File: src/rtl/cluster_frame_packer_pkg.sv
// rtl/cluster_frame_packer_pkg.sv - shared widths, FSM state type and word formatters for the cluster packer
package cluster_frame_packer_pkg;

  localparam int CLU_ADR_W  = 11;
  localparam int CLU_CNT_W  = 3;
  localparam int N_CLUSTERS = 8;
  localparam int BXN_W      = 12;
  localparam int NVALID_W   = 4;
  localparam int WORD_W     = 16;

  // Canonical empty-slot marker; any address at or above ADR_VALID_LIMIT is also treated as empty.
  localparam logic [CLU_ADR_W-1:0] ADR_INVALID     = 11'h7FF;
  localparam logic [CLU_ADR_W-1:0] ADR_VALID_LIMIT = 11'd1536;
  localparam logic                 HDR_MARK        = 1'b1;

  typedef enum logic [1:0] {
    ST_IDLE,
    ST_HDR,
    ST_CLU
  } pack_state_t;

  // Header: marker bit, number of cluster words that follow, low 11 bits of the BX tag.
  function automatic logic [WORD_W-1:0] hdr_word(input logic [NVALID_W-1:0] nvalid,
                                                 input logic [BXN_W-1:0]    bxn);
    return {HDR_MARK, nvalid, bxn[CLU_ADR_W-1:0]};
  endfunction

  // Cluster word: two zero marker bits, cluster size, cluster address.
  function automatic logic [WORD_W-1:0] clu_word(input logic [CLU_CNT_W-1:0] cnt,
                                                 input logic [CLU_ADR_W-1:0] adr);
    return {2'b00, cnt, adr};
  endfunction

  // A slot carries a cluster only when its address is inside the strip range.
  function automatic logic slot_is_valid(input logic [CLU_ADR_W-1:0] adr);
    return (adr != ADR_INVALID) && (adr < ADR_VALID_LIMIT);
  endfunction

endpackage

File: src/rtl/cluster_word_fifo.sv
// rtl/cluster_word_fifo.sv - first-word-fall-through word FIFO feeding the link serializer
module cluster_word_fifo
  import cluster_frame_packer_pkg::*;
#(
  parameter int DEPTH = 64
) (
  input  logic                      clock4x,
  input  logic                      global_reset,
  input  logic                      wr_en,
  input  logic [WORD_W-1:0]         wr_data,
  input  logic                      rd_en,
  output logic [WORD_W-1:0]         rd_data,
  output logic                      empty,
  output logic [$clog2(DEPTH):0]    free_words
);

  localparam int              AW      = $clog2(DEPTH);
  localparam logic [AW:0]     DEPTH_W = (AW+1)'(DEPTH);

  logic [WORD_W-1:0] mem [DEPTH];
  logic [AW-1:0]     wr_ptr;
  logic [AW-1:0]     rd_ptr;
  logic [AW:0]       count;
  logic              do_rd;
  logic              do_wr;

  // A read frees a slot in the same cycle, so a write while full is allowed when a read accompanies it.
  always_comb begin
    do_rd = rd_en && (count != '0);
    do_wr = wr_en && ((count != DEPTH_W) || do_rd);
  end

  // Storage array; no reset needed because pointers define what is visible.
  always_ff @(posedge clock4x) begin
    if (do_wr) begin
      mem[wr_ptr] <= wr_data;
    end
  end

  // Pointer and occupancy bookkeeping.
  always_ff @(posedge clock4x or posedge global_reset) begin
    if (global_reset) begin
      wr_ptr <= '0;
      rd_ptr <= '0;
      count  <= '0;
    end else begin
      if (do_wr) begin
        wr_ptr <= wr_ptr + 1'b1;
      end
      if (do_rd) begin
        rd_ptr <= rd_ptr + 1'b1;
      end
      count <= count + {{AW{1'b0}}, do_wr} - {{AW{1'b0}}, do_rd};
    end
  end

  assign rd_data    = mem[rd_ptr];
  assign empty      = (count == '0);
  assign free_words = DEPTH_W - count;

endmodule

File: src/rtl/cluster_frame_packer.sv
// rtl/cluster_frame_packer.sv - tags BX clusters, drops empty slots, packs variable-length packets into a FIFO
module cluster_frame_packer
  import cluster_frame_packer_pkg::*;
#(
  parameter int FIFO_DEPTH     = 64,
  parameter int BX_MAX         = 3563,
  parameter int SUPPRESS_EMPTY = 1
) (
  input  logic                            clock4x,
  input  logic                            global_reset,
  input  logic                            clusters_vld,
  input  logic [N_CLUSTERS*CLU_ADR_W-1:0] adr_in,
  input  logic [N_CLUSTERS*CLU_CNT_W-1:0] cnt_in,
  input  logic                            bc0,
  output logic [WORD_W-1:0]               dout,
  output logic                            dout_valid,
  input  logic                            dout_ready,
  output logic                            busy,
  output logic [15:0]                     drop_cnt
);

  localparam int FW = $clog2(FIFO_DEPTH) + 1;

  // Incoming slot decode
  logic [N_CLUSTERS-1:0]           in_mask;
  logic [NVALID_W-1:0]             in_nvalid;

  // BX numbering
  logic [BXN_W-1:0]                bxn;
  logic                            bx_seen;
  logic [BXN_W-1:0]                next_tag;

  // Single-entry pending buffer between capture and the packer FSM
  logic                            pend_full;
  logic [N_CLUSTERS*CLU_ADR_W-1:0] pend_adr;
  logic [N_CLUSTERS*CLU_CNT_W-1:0] pend_cnt;
  logic [N_CLUSTERS-1:0]           pend_mask;
  logic [NVALID_W-1:0]             pend_nvalid;
  logic [BXN_W-1:0]                pend_bxn;

  // Working copy owned by the FSM while a packet is being written
  pack_state_t                     state;
  logic [N_CLUSTERS*CLU_ADR_W-1:0] work_adr;
  logic [N_CLUSTERS*CLU_CNT_W-1:0] work_cnt;
  logic [N_CLUSTERS-1:0]           work_mask;
  logic [NVALID_W-1:0]             work_nvalid;
  logic [BXN_W-1:0]                work_bxn;

  // Next-slot selection
  logic [2:0]                      sel_idx;
  logic [N_CLUSTERS-1:0]           sel_onehot;
  logic [N_CLUSTERS-1:0]           rest_mask;
  logic [CLU_ADR_W-1:0]            sel_adr;
  logic [CLU_CNT_W-1:0]            sel_cnt;

  // Admission and drop decisions
  logic                            pend_take;
  logic                            pend_empty_skip;
  logic [FW-1:0]                   need_words;
  logic [FW-1:0]                   avail_words;
  logic                            adm_drop;
  logic                            cap_drop;

  // FIFO interface
  logic                            fifo_wr_en;
  logic [WORD_W-1:0]               fifo_wr_data;
  logic [WORD_W-1:0]               fifo_rd_data;
  logic                            fifo_empty;
  logic [FW-1:0]                   free_words;

  // Classify each incoming slot and count how many carry a cluster.
  always_comb begin
    in_mask   = '0;
    in_nvalid = '0;
    for (int k = 0; k < N_CLUSTERS; k++) begin
      in_mask[k] = slot_is_valid(adr_in[k*CLU_ADR_W +: CLU_ADR_W]);
      in_nvalid  = in_nvalid + {{(NVALID_W-1){1'b0}}, in_mask[k]};
    end
  end

  // Tag for the BX being strobed now: resync, first-after-reset, or increment with wrap.
  always_comb begin
    next_tag = '0;
    if (bc0 || !bx_seen) begin
      next_tag = '0;
    end else if (bxn == BXN_W'(BX_MAX)) begin
      next_tag = '0;
    end else begin
      next_tag = bxn + 1'b1;
    end
  end

  // BX counter advances on every strobe, including BXs that end up dropped.
  always_ff @(posedge clock4x or posedge global_reset) begin
    if (global_reset) begin
      bxn     <= '0;
      bx_seen <= 1'b0;
    end else if (clusters_vld) begin
      bxn     <= next_tag;
      bx_seen <= 1'b1;
    end
  end

  // The FSM empties the pending buffer whenever it is idle; the FIFO must hold the whole packet
  // including any word still sitting in the registered write stage.
  always_comb begin
    pend_take       = (state == ST_IDLE) && pend_full;
    pend_empty_skip = (pend_nvalid == '0) && (SUPPRESS_EMPTY != 0);
    need_words      = FW'(pend_nvalid) + 1'b1;
    avail_words     = free_words - FW'(fifo_wr_en);
    adm_drop        = pend_take && !pend_empty_skip && (avail_words < need_words);
    cap_drop        = clusters_vld && pend_full && !pend_take;
  end

  // Capture a strobed BX into the pending buffer unless the previous one is still waiting.
  always_ff @(posedge clock4x or posedge global_reset) begin
    if (global_reset) begin
      pend_full   <= 1'b0;
      pend_adr    <= '0;
      pend_cnt    <= '0;
      pend_mask   <= '0;
      pend_nvalid <= '0;
      pend_bxn    <= '0;
    end else if (clusters_vld && !cap_drop) begin
      pend_full   <= 1'b1;
      pend_adr    <= adr_in;
      pend_cnt    <= cnt_in;
      pend_mask   <= in_mask;
      pend_nvalid <= in_nvalid;
      pend_bxn    <= next_tag;
    end else if (pend_take) begin
      pend_full   <= 1'b0;
    end
  end

  // Saturating count of BXs lost either at capture or at FIFO admission.
  always_ff @(posedge clock4x or posedge global_reset) begin
    if (global_reset) begin
      drop_cnt <= '0;
    end else if ((cap_drop || adm_drop) && (drop_cnt != 16'hFFFF)) begin
      drop_cnt <= drop_cnt + 16'd1;
    end
  end

  // Lowest remaining valid slot goes out next, so cluster words leave in ascending slot order.
  always_comb begin
    sel_idx = '0;
    for (int k = N_CLUSTERS-1; k >= 0; k--) begin
      if (work_mask[k]) begin
        sel_idx = 3'(k);
      end
    end
    sel_onehot = N_CLUSTERS'(1) << sel_idx;
    rest_mask  = work_mask & ~sel_onehot;
    sel_adr    = work_adr[int'(sel_idx)*CLU_ADR_W +: CLU_ADR_W];
    sel_cnt    = work_cnt[int'(sel_idx)*CLU_CNT_W +: CLU_CNT_W];
  end

  // Packer FSM with registered FIFO write port: IDLE loads and admits, HDR writes the header,
  // CLU writes one cluster word per cycle.
  always_ff @(posedge clock4x or posedge global_reset) begin
    if (global_reset) begin
      state        <= ST_IDLE;
      work_adr     <= '0;
      work_cnt     <= '0;
      work_mask    <= '0;
      work_nvalid  <= '0;
      work_bxn     <= '0;
      fifo_wr_en   <= 1'b0;
      fifo_wr_data <= '0;
    end else begin
      fifo_wr_en <= 1'b0;
      case (state)
        ST_IDLE: begin
          if (pend_take) begin
            work_adr    <= pend_adr;
            work_cnt    <= pend_cnt;
            work_mask   <= pend_mask;
            work_nvalid <= pend_nvalid;
            work_bxn    <= pend_bxn;
            if (!pend_empty_skip && !adm_drop) begin
              state <= ST_HDR;
            end
          end
        end
        ST_HDR: begin
          fifo_wr_en   <= 1'b1;
          fifo_wr_data <= hdr_word(work_nvalid, work_bxn);
          state        <= (work_nvalid == '0) ? ST_IDLE : ST_CLU;
        end
        ST_CLU: begin
          fifo_wr_en   <= 1'b1;
          fifo_wr_data <= clu_word(sel_cnt, sel_adr);
          work_mask    <= rest_mask;
          if (rest_mask == '0) begin
            state <= ST_IDLE;
          end
        end
        default: begin
          state <= ST_IDLE;
        end
      endcase
    end
  end

  cluster_word_fifo #(
    .DEPTH (FIFO_DEPTH)
  ) u_fifo (
    .clock4x      (clock4x),
    .global_reset (global_reset),
    .wr_en        (fifo_wr_en),
    .wr_data      (fifo_wr_data),
    .rd_en        (dout_ready),
    .rd_data      (fifo_rd_data),
    .empty        (fifo_empty),
    .free_words   (free_words)
  );

  // Stale storage contents never reach the link: dout reads zero whenever nothing is queued.
  assign dout       = fifo_empty ? '0 : fifo_rd_data;
  assign dout_valid = !fifo_empty;
  assign busy       = (state != ST_IDLE);

endmodule

File: config.mk
export PLATFORM = sky130hd
export DESIGN_NAME = cluster_frame_packer
export DESIGN_NICKNAME = d
export VERILOG_FILES = /design/src/rtl/cluster_frame_packer_pkg.sv /design/src/rtl/cluster_word_fifo.sv /design/src/rtl/cluster_frame_packer.sv
export SDC_FILE = /design/constraint.sdc
export NUM_CORES = 2
export LEC_CHECK = 0
export CAP_MARGIN = 40
export CORE_UTILIZATION = 65
export DETAILED_ROUTE_END_ITERATION = 8
export GPL_TIMING_DRIVEN = 0
export PLACE_DENSITY = 0.8
export SYNTH_ARGS = -nofsm -noshare
export SYNTH_HDL_FRONTEND = slang
export SYNTH_SLANG_ARGS = --single-unit
File: constraint.sdc
create_clock -name clock4x -period 33.7 [get_ports clock4x]
set_input_delay 6.74 -clock clock4x [delete_from_list [all_inputs] [get_ports clock4x]]
set_output_delay 6.74 -clock clock4x [all_outputs]
set_load 0.02 [all_outputs]
After elaboration in Yosys (flattened, before gate mapping). Memories as Yosys holds them, arrays and structs flattened. Index checks and enable logic that the tools add are counted. Widths: inputs -> output; s select.

Shifts and indexed selects: 3. Multiplexer cells: 24. Eq/ne operators: 16. Reductions and logical operators: 41. Magnitude comparators: 9. $add $sub $neg: 16. Multiply operators: 2. Bitwise logic cells: 2.

Operators by type and width (number): $lt 11x11->1 const B (8); $ne 11x11->1 const B (8); $shiftx 88x8->11 (1); $pmux 16 s2 (1); $mux 12 (2); $mux 3 (8); $shiftx 24x6->3 (1); $logic_and 1x1->1 (18); $add 16x1->16 const B (1); $add 4x1->4 (4); $mux 16 (1); $ne 16x16->1 const B (1); $pmux 8 s2 (1); $sub 7x1->7 (2); $add 12x1->12 const B (1); $add 6x1->6 const B (2); $eq 12x12->1 const B (1); $and 8x8->8 (1); $logic_not 4->1 (2); $logic_not 8->1 (1); $mux 2 (4); $mux 8 (1); $not 8->8 (1); $reduce_bool 2->1 (4); other kinds (25) (38).

Word-level logic and storage cells: 134. Output and inout port bits: 34. Register bits after elaboration: 338. Memories: 1. Bits of input ports: 117. Memory bits (writable): 1024.

Memory list: u_fifo.mem (depth 64, bits a word 16, read ports 1, clocked after memory_dff 0, wr ports 1, line cluster_word_fifo.sv:20) `logic [WORD_W-1:0] mem [DEPTH];`.

Depth between registers and ports, before layout.
Word-level depth: 14. Gate-level depth with buffers: 16. Gate-level depth less buffers: 15.

By module. A second synthesis with hierarchy kept.

Cell total of the unflattened synthesis: 3288. Area total of the unflattened synthesis: 54782.5 um^2.

Modules (own cells, without submodules): cluster_word_fifo (instances 1, area each 40530.1 um^2, seq. area each 31224.9 um^2, cells each 1947); cluster_frame_packer (instances 1, area each 14252.4 um^2, seq. area each 7982.7 um^2, cells each 1341).

Worst setup path after synthesis. OpenSTA, ideal clock, no wires.

Kind: input to register. Start: in adr_in[21]. End: reg pend_nvalid[2]. Setup slack: 24354 ps. Setup time: 83 ps. Buffers on the path: 0. Data required time: 33617 ps. Stages: 10. Arrival: 9263 ps. Path through: and2_1 fa_1 fa_1 inv_1 fa_1 ha_1 inv_1 fa_1 xor2_1 o21ai_0.

Cells in the longest elaborated chain, start to end: 9. Elaborated cells on any way between the ends: 10. Classes of those cells: add/sub (7); order compare (1); eq/ne (1); reduce/logical (1).

RTL lines: start, declared (line cluster_frame_packer.sv:12) `input logic [N_CLUSTERS*CLU_ADR_W-1:0] adr_in,`; $lt 11x11->1 / $ne 11x11->1 (equally long branches) (line cluster_frame_packer_pkg.sv:36) `return (adr != ADR_INVALID) && (adr < ADR_VALID_LIMIT);`; $logic_and 1x1->1 (*) (line cluster_frame_packer_pkg.sv:36); $add 1x1->2 (*) (line cluster_frame_packer.sv:77) `in_nvalid = in_nvalid + {{(NVALID_W-1){1'b0}}, in_mask[k]};`; $add 2x1->3 (*) (line cluster_frame_packer.sv:77); $add 3x1->4 (*) (line cluster_frame_packer.sv:77); $add 4x1->4 (*) (4 in a row) (line cluster_frame_packer.sv:77); end signal, assigned (line cluster_frame_packer.sv:129) `pend_nvalid <= in_nvalid;`; end, declared (line cluster_frame_packer.sv:38) `logic [NVALID_W-1:0] pend_nvalid;`.

Mark *: on every way between the ends. The rest lies on a longest branch, timed or not. A chain may end at the register's enable or synchronous reset.

Worst setup path in the final report.
Start: reg u_fifo.rd_ptr[1]. End: out dout[3].

Cells in the longest elaborated chain, start to end: 2.

RTL lines: start, declared (line cluster_word_fifo.sv:22) `logic [AW-1:0] rd_ptr;`; start signal, assigned (line cluster_word_fifo.sv:51) `rd_ptr <= rd_ptr + 1'b1;`; $mem_v2 64x16; $mux 16 (line cluster_frame_packer.sv:220) `assign dout = fifo_empty ? '0 : fifo_rd_data;`; end, declared (line cluster_frame_packer.sv:15) `output logic [WORD_W-1:0] dout,`.

Every way passes these cells.

==> flow_summary_export.csv <==
group,metric,value,unit
grt,grt-ovfl-total,0,
synth,ys_seq_area_frac,0.721,
detailed_routing,vias,31900,
synth,synthTopCellsByArea,"edfxtp_1 57%, dfrtp_1 16%, mux4_2 13%, nand2_1 2.9%, mux2_2 2.7%",
outcome,status,"complete, no violations",
floorplan,io_pins,151,
power,combPwrFrac,0.352,
clock_tree,cts_resized,0,
detailed_routing,drt_iter0_drc,4752,
synth,synth_edf_count,1024,
placed_design,gp_congestion,0.936,
clock_tree,cts_hold_buf,0,
clock_tree,htree_num_levels,4,
floorplan,start_util,0.660,
sta,tns,0,ps
sta,slew_viol_final,0,
power,p_int,3.97,mW
sta,worst_pin_slew,1020,ps
grt,grt_use_total,0.365,
grt,grt_start_max_net_pins,126,
sta,slew_headroom,0.318,
placed_design,place_area,0.0590,mm2
sta,rsz0062_at_grt,"no",
sta,finClkSkew,30.3,ps
hold_path,min-delay-start,"bx_seen$_DFFE_PP0P_",
synth,yosys-top-cells-count,"1024 x edfxtp_1, 421 x nand2_1, 338 x dfrtp_1",
detailed_routing,avgRoutedWirePerCell,32.9,um
flow_run,maxCapViolCount,0,
floorplan,die_y,291,um
synth,synthArstFlopShare,0.248,
hold_path,hold_end,"bx_seen$_DFFE_PP0P_",
synth,yosysWarnings,0,
synth,syn_nets,3178,
clock_tree,insertion_delay,750,ps
clock_tree,cts_setup_buffers,0,
floorplan,die_area,0.0848,mm2
final_layout,drive_gt1_frac,0.259,
power,p_seq_frac,0.392,
final_layout,fin_nets,3574,
sta,fin_crit,12010,ps
power,pwr-share-clk,0.256,
critical_path,worstSetupEndpointType,"primary output",
clock_tree,cts_root_buf,"clkbuf_16",
detailed_routing,detail-route-antenna-nets,0,
placed_design,dpl.hpwl,96.6,mm
power,leakage,22.8,nW
synth,synth_top_cell_by_area,"edfxtp_1",
sta,fmax,83.3,MHz
sta,setup_ws,21690,ps
synth,synth_top_area_frac,0.566,
critical_path,r2r-end,"u_fifo.mem[21][4]$_DFFE_PP_",
critical_path,critPathKind,"reg2out",
synth,ys_types,73,
critical_path,reg2reg_slack,29730,ps
grt,grt_pass1_vias,32800,
detailed_routing,drc,0,
critical_path,critical_path_peak_fanout,10,
detailed_routing,drt_wl_total,151,mm
critical_path,rr_worst_depth,9,
synth,synthesis.instances,3022,
placed_design,io_buffers,150,
synth,synth_area_per_cell,18.0,um2
sta,hold_viol,0,
critical_path,arrival,5270,ps
floorplan,dieWidth,291,um
power,swShare,0.350,
clock_tree,clkSlewWorstSetupHoldPaths,60,ps
critical_path,cp-start-kind,"register",
synth,yosys_register_bits,1362,
grt,grt_antenna_before_repair,6,
hold_path,hold_path_class,"reg2reg",
clock_tree,cts_num_sinks,1362,
synth,syn-cell-area,0.0544,mm2
final_layout,area_growth,17.1,%
synth,synth_most_common_cell,"edfxtp_1",
sta,setup_viol,0,
placed_design,place_ws,22780,ps
clock_tree,cts_tree,"done",
clock_tree,clockBufferDepth,3,
grt,grt_pass1_wl,220,mm
detailed_routing,dr.pass1.iters,7,
clock_tree,cts_made_buffers,135,
hold_path,holdPathStages,1,
critical_path,regToRegStartpoint,"u_fifo.count[4]$_DFF_PP0_",
power,powerDensity,96.0,mW/mm2
detailed_routing,vias_per_cell,6.95,
power,peakVddDrop,0.0788,mV
sta,period_share,0.356,
floorplan,rows,105,
floorplan,core,0.0824,mm2
critical_path,cp.required,26960,ps
final_layout,antenna_cells,0,
final_layout,final_cell_area,0.0636,mm2
synth,synth-main-ff-cell,"edfxtp_1",
power,p_switching,2.14,mW
registers in the layout (all words and copies together), names as in the netlist:
register	flops
pend_full	1
work_mask	8
pend_mask	8
work_adr	88
u_fifo.wr_ptr	6
pend_bxn	11
fifo_wr_en	1
bx_seen	1
u_fifo.count	7
work_bxn	11
bxn	12
fifo_wr_data	16
drop_cnt	16
work_cnt	24
pend_adr	88
state	2
pend_nvalid	4
u_fifo.mem	1024
work_nvalid	4
pend_cnt	24
u_fifo.rd_ptr	6
stage by stage:
| step | power, mW | instances | hold slack (ps) | utilization |
|---|---|---|---|---|
| global placement | 4.28 | 4242 | 452 | 0.694 |
| global route | 6.28 | 4596 | 495 | 0.773 |
| floorplan | 3.62 | 3022 | 430 | - |
| CTS | 6.05 | 4592 | 474 | 0.772 |
| detailed placement | 4.46 | 4347 | 455 | 0.717 |
| finish | 6.11 | 4596 | 472 | 0.773 |
cell usage in the layout (no fill, tap or decap), drive strengths merged, types with 5 or more instances in the layout:
cell type      instances
buf                  160
ha                    34
o31ai                 12
mux2i                 25
inv                   66
edfxtp              1024
nand3b                21
clkinvlp               6
clkdlybuf4s50        150
nor2                  98
a211oi                16
nor3                   8
a31o                  14
a31oi                 17
nand2                421
dfrtp                338
a22o                  16
o22ai                  9
clkinv                49
o21ai                 75
nand4                  7
mux2                 131
clkbuf               284
xor2                  25
or2                    5
fa                     5
nor4                  10
xnor2                 18
mux4                 320
a21oi                 39
bufinv                16
a22oi                 10
and2                   8
a221oi                14
nand3                 13
nor2b                  9
routing by layer:
metal  vias up  track usage  share of wire
li1      12600            -              -
met1     16200        0.466           0.34
met2      2544        0.594           0.49
met3       582       0.0861           0.11
met4        10        0.184          0.059
met5         -            0        0.00046
layout make-up:
type / count / area, um2
fill: 4236 / 18700
tap: 1070 / 1340
clock buffer: 166 / 3620
sequential: 1362 / 39200
timing repair buffer: 259 / 3180
buffer: 169 / 726
multi-input combinational: 1433 / 14400
clock inverter: 79 / 958
inverter: 58 / 225
critical path, stage by stage (launching register included):
cell             delay (ps)
dfrtp_1                 370
clkbuf_1                230
clkbuf_1                600
clkbuf_1                680
mux4_2                  450
mux4_2                  530
a22oi_1                 830
o21ai_1                 220
clkdlybuf4s50_1         610
how the worst max path moves through the flow:
stage	from	end	slack [ps]	depth (start not counted)
final	u_fifo.rd_ptr[1]$_DFFE_PP0N_	dout[3]	21690	8
after global routing	u_fifo.rd_ptr[1]$_DFFE_PP0N_	dout[3]	21870	8
after CTS	u_fifo.rd_ptr[1]$_DFFE_PP0N_	dout[3]	21900	8
after detailed placement	u_fifo.rd_ptr[1]$_DFFE_PP0N_	dout[3]	22780	8
after global placement	global_reset	drop_cnt[0]$_DFFE_PP0P_	14250	2
after floorplan	global_reset	bx_seen$_DFFE_PP0P_	17590	1
logic make-up (layout without fill, tap and decap cells):
family	Yosys count	after routing	share of synthesized area
and+or+nand+nor	623	623	0.0488
AOI/OAI and AO/OA	251	251	0.0314
buffers and inverters	227	731	0.0174
muxes	476	476	0.164
xor gates and xnor gates	43	43	0.00707
DFF	1362	1362	0.721
adders and majority gates	40	40	0.00985
power groups by stage:
stage	combinational, mW	sequential [mW]	clock, mW
2_1_floorplan	1.24	2.38	0
3_3_place_gp	1.80	2.48	0
3_5_place_dp	2.04	2.41	0
4_1_cts	2.10	2.39	1.56
5_1_grt	2.23	2.42	1.63
6_report	2.15	2.40	1.56
Note: power is estimated with default switching activity, not from simulation.
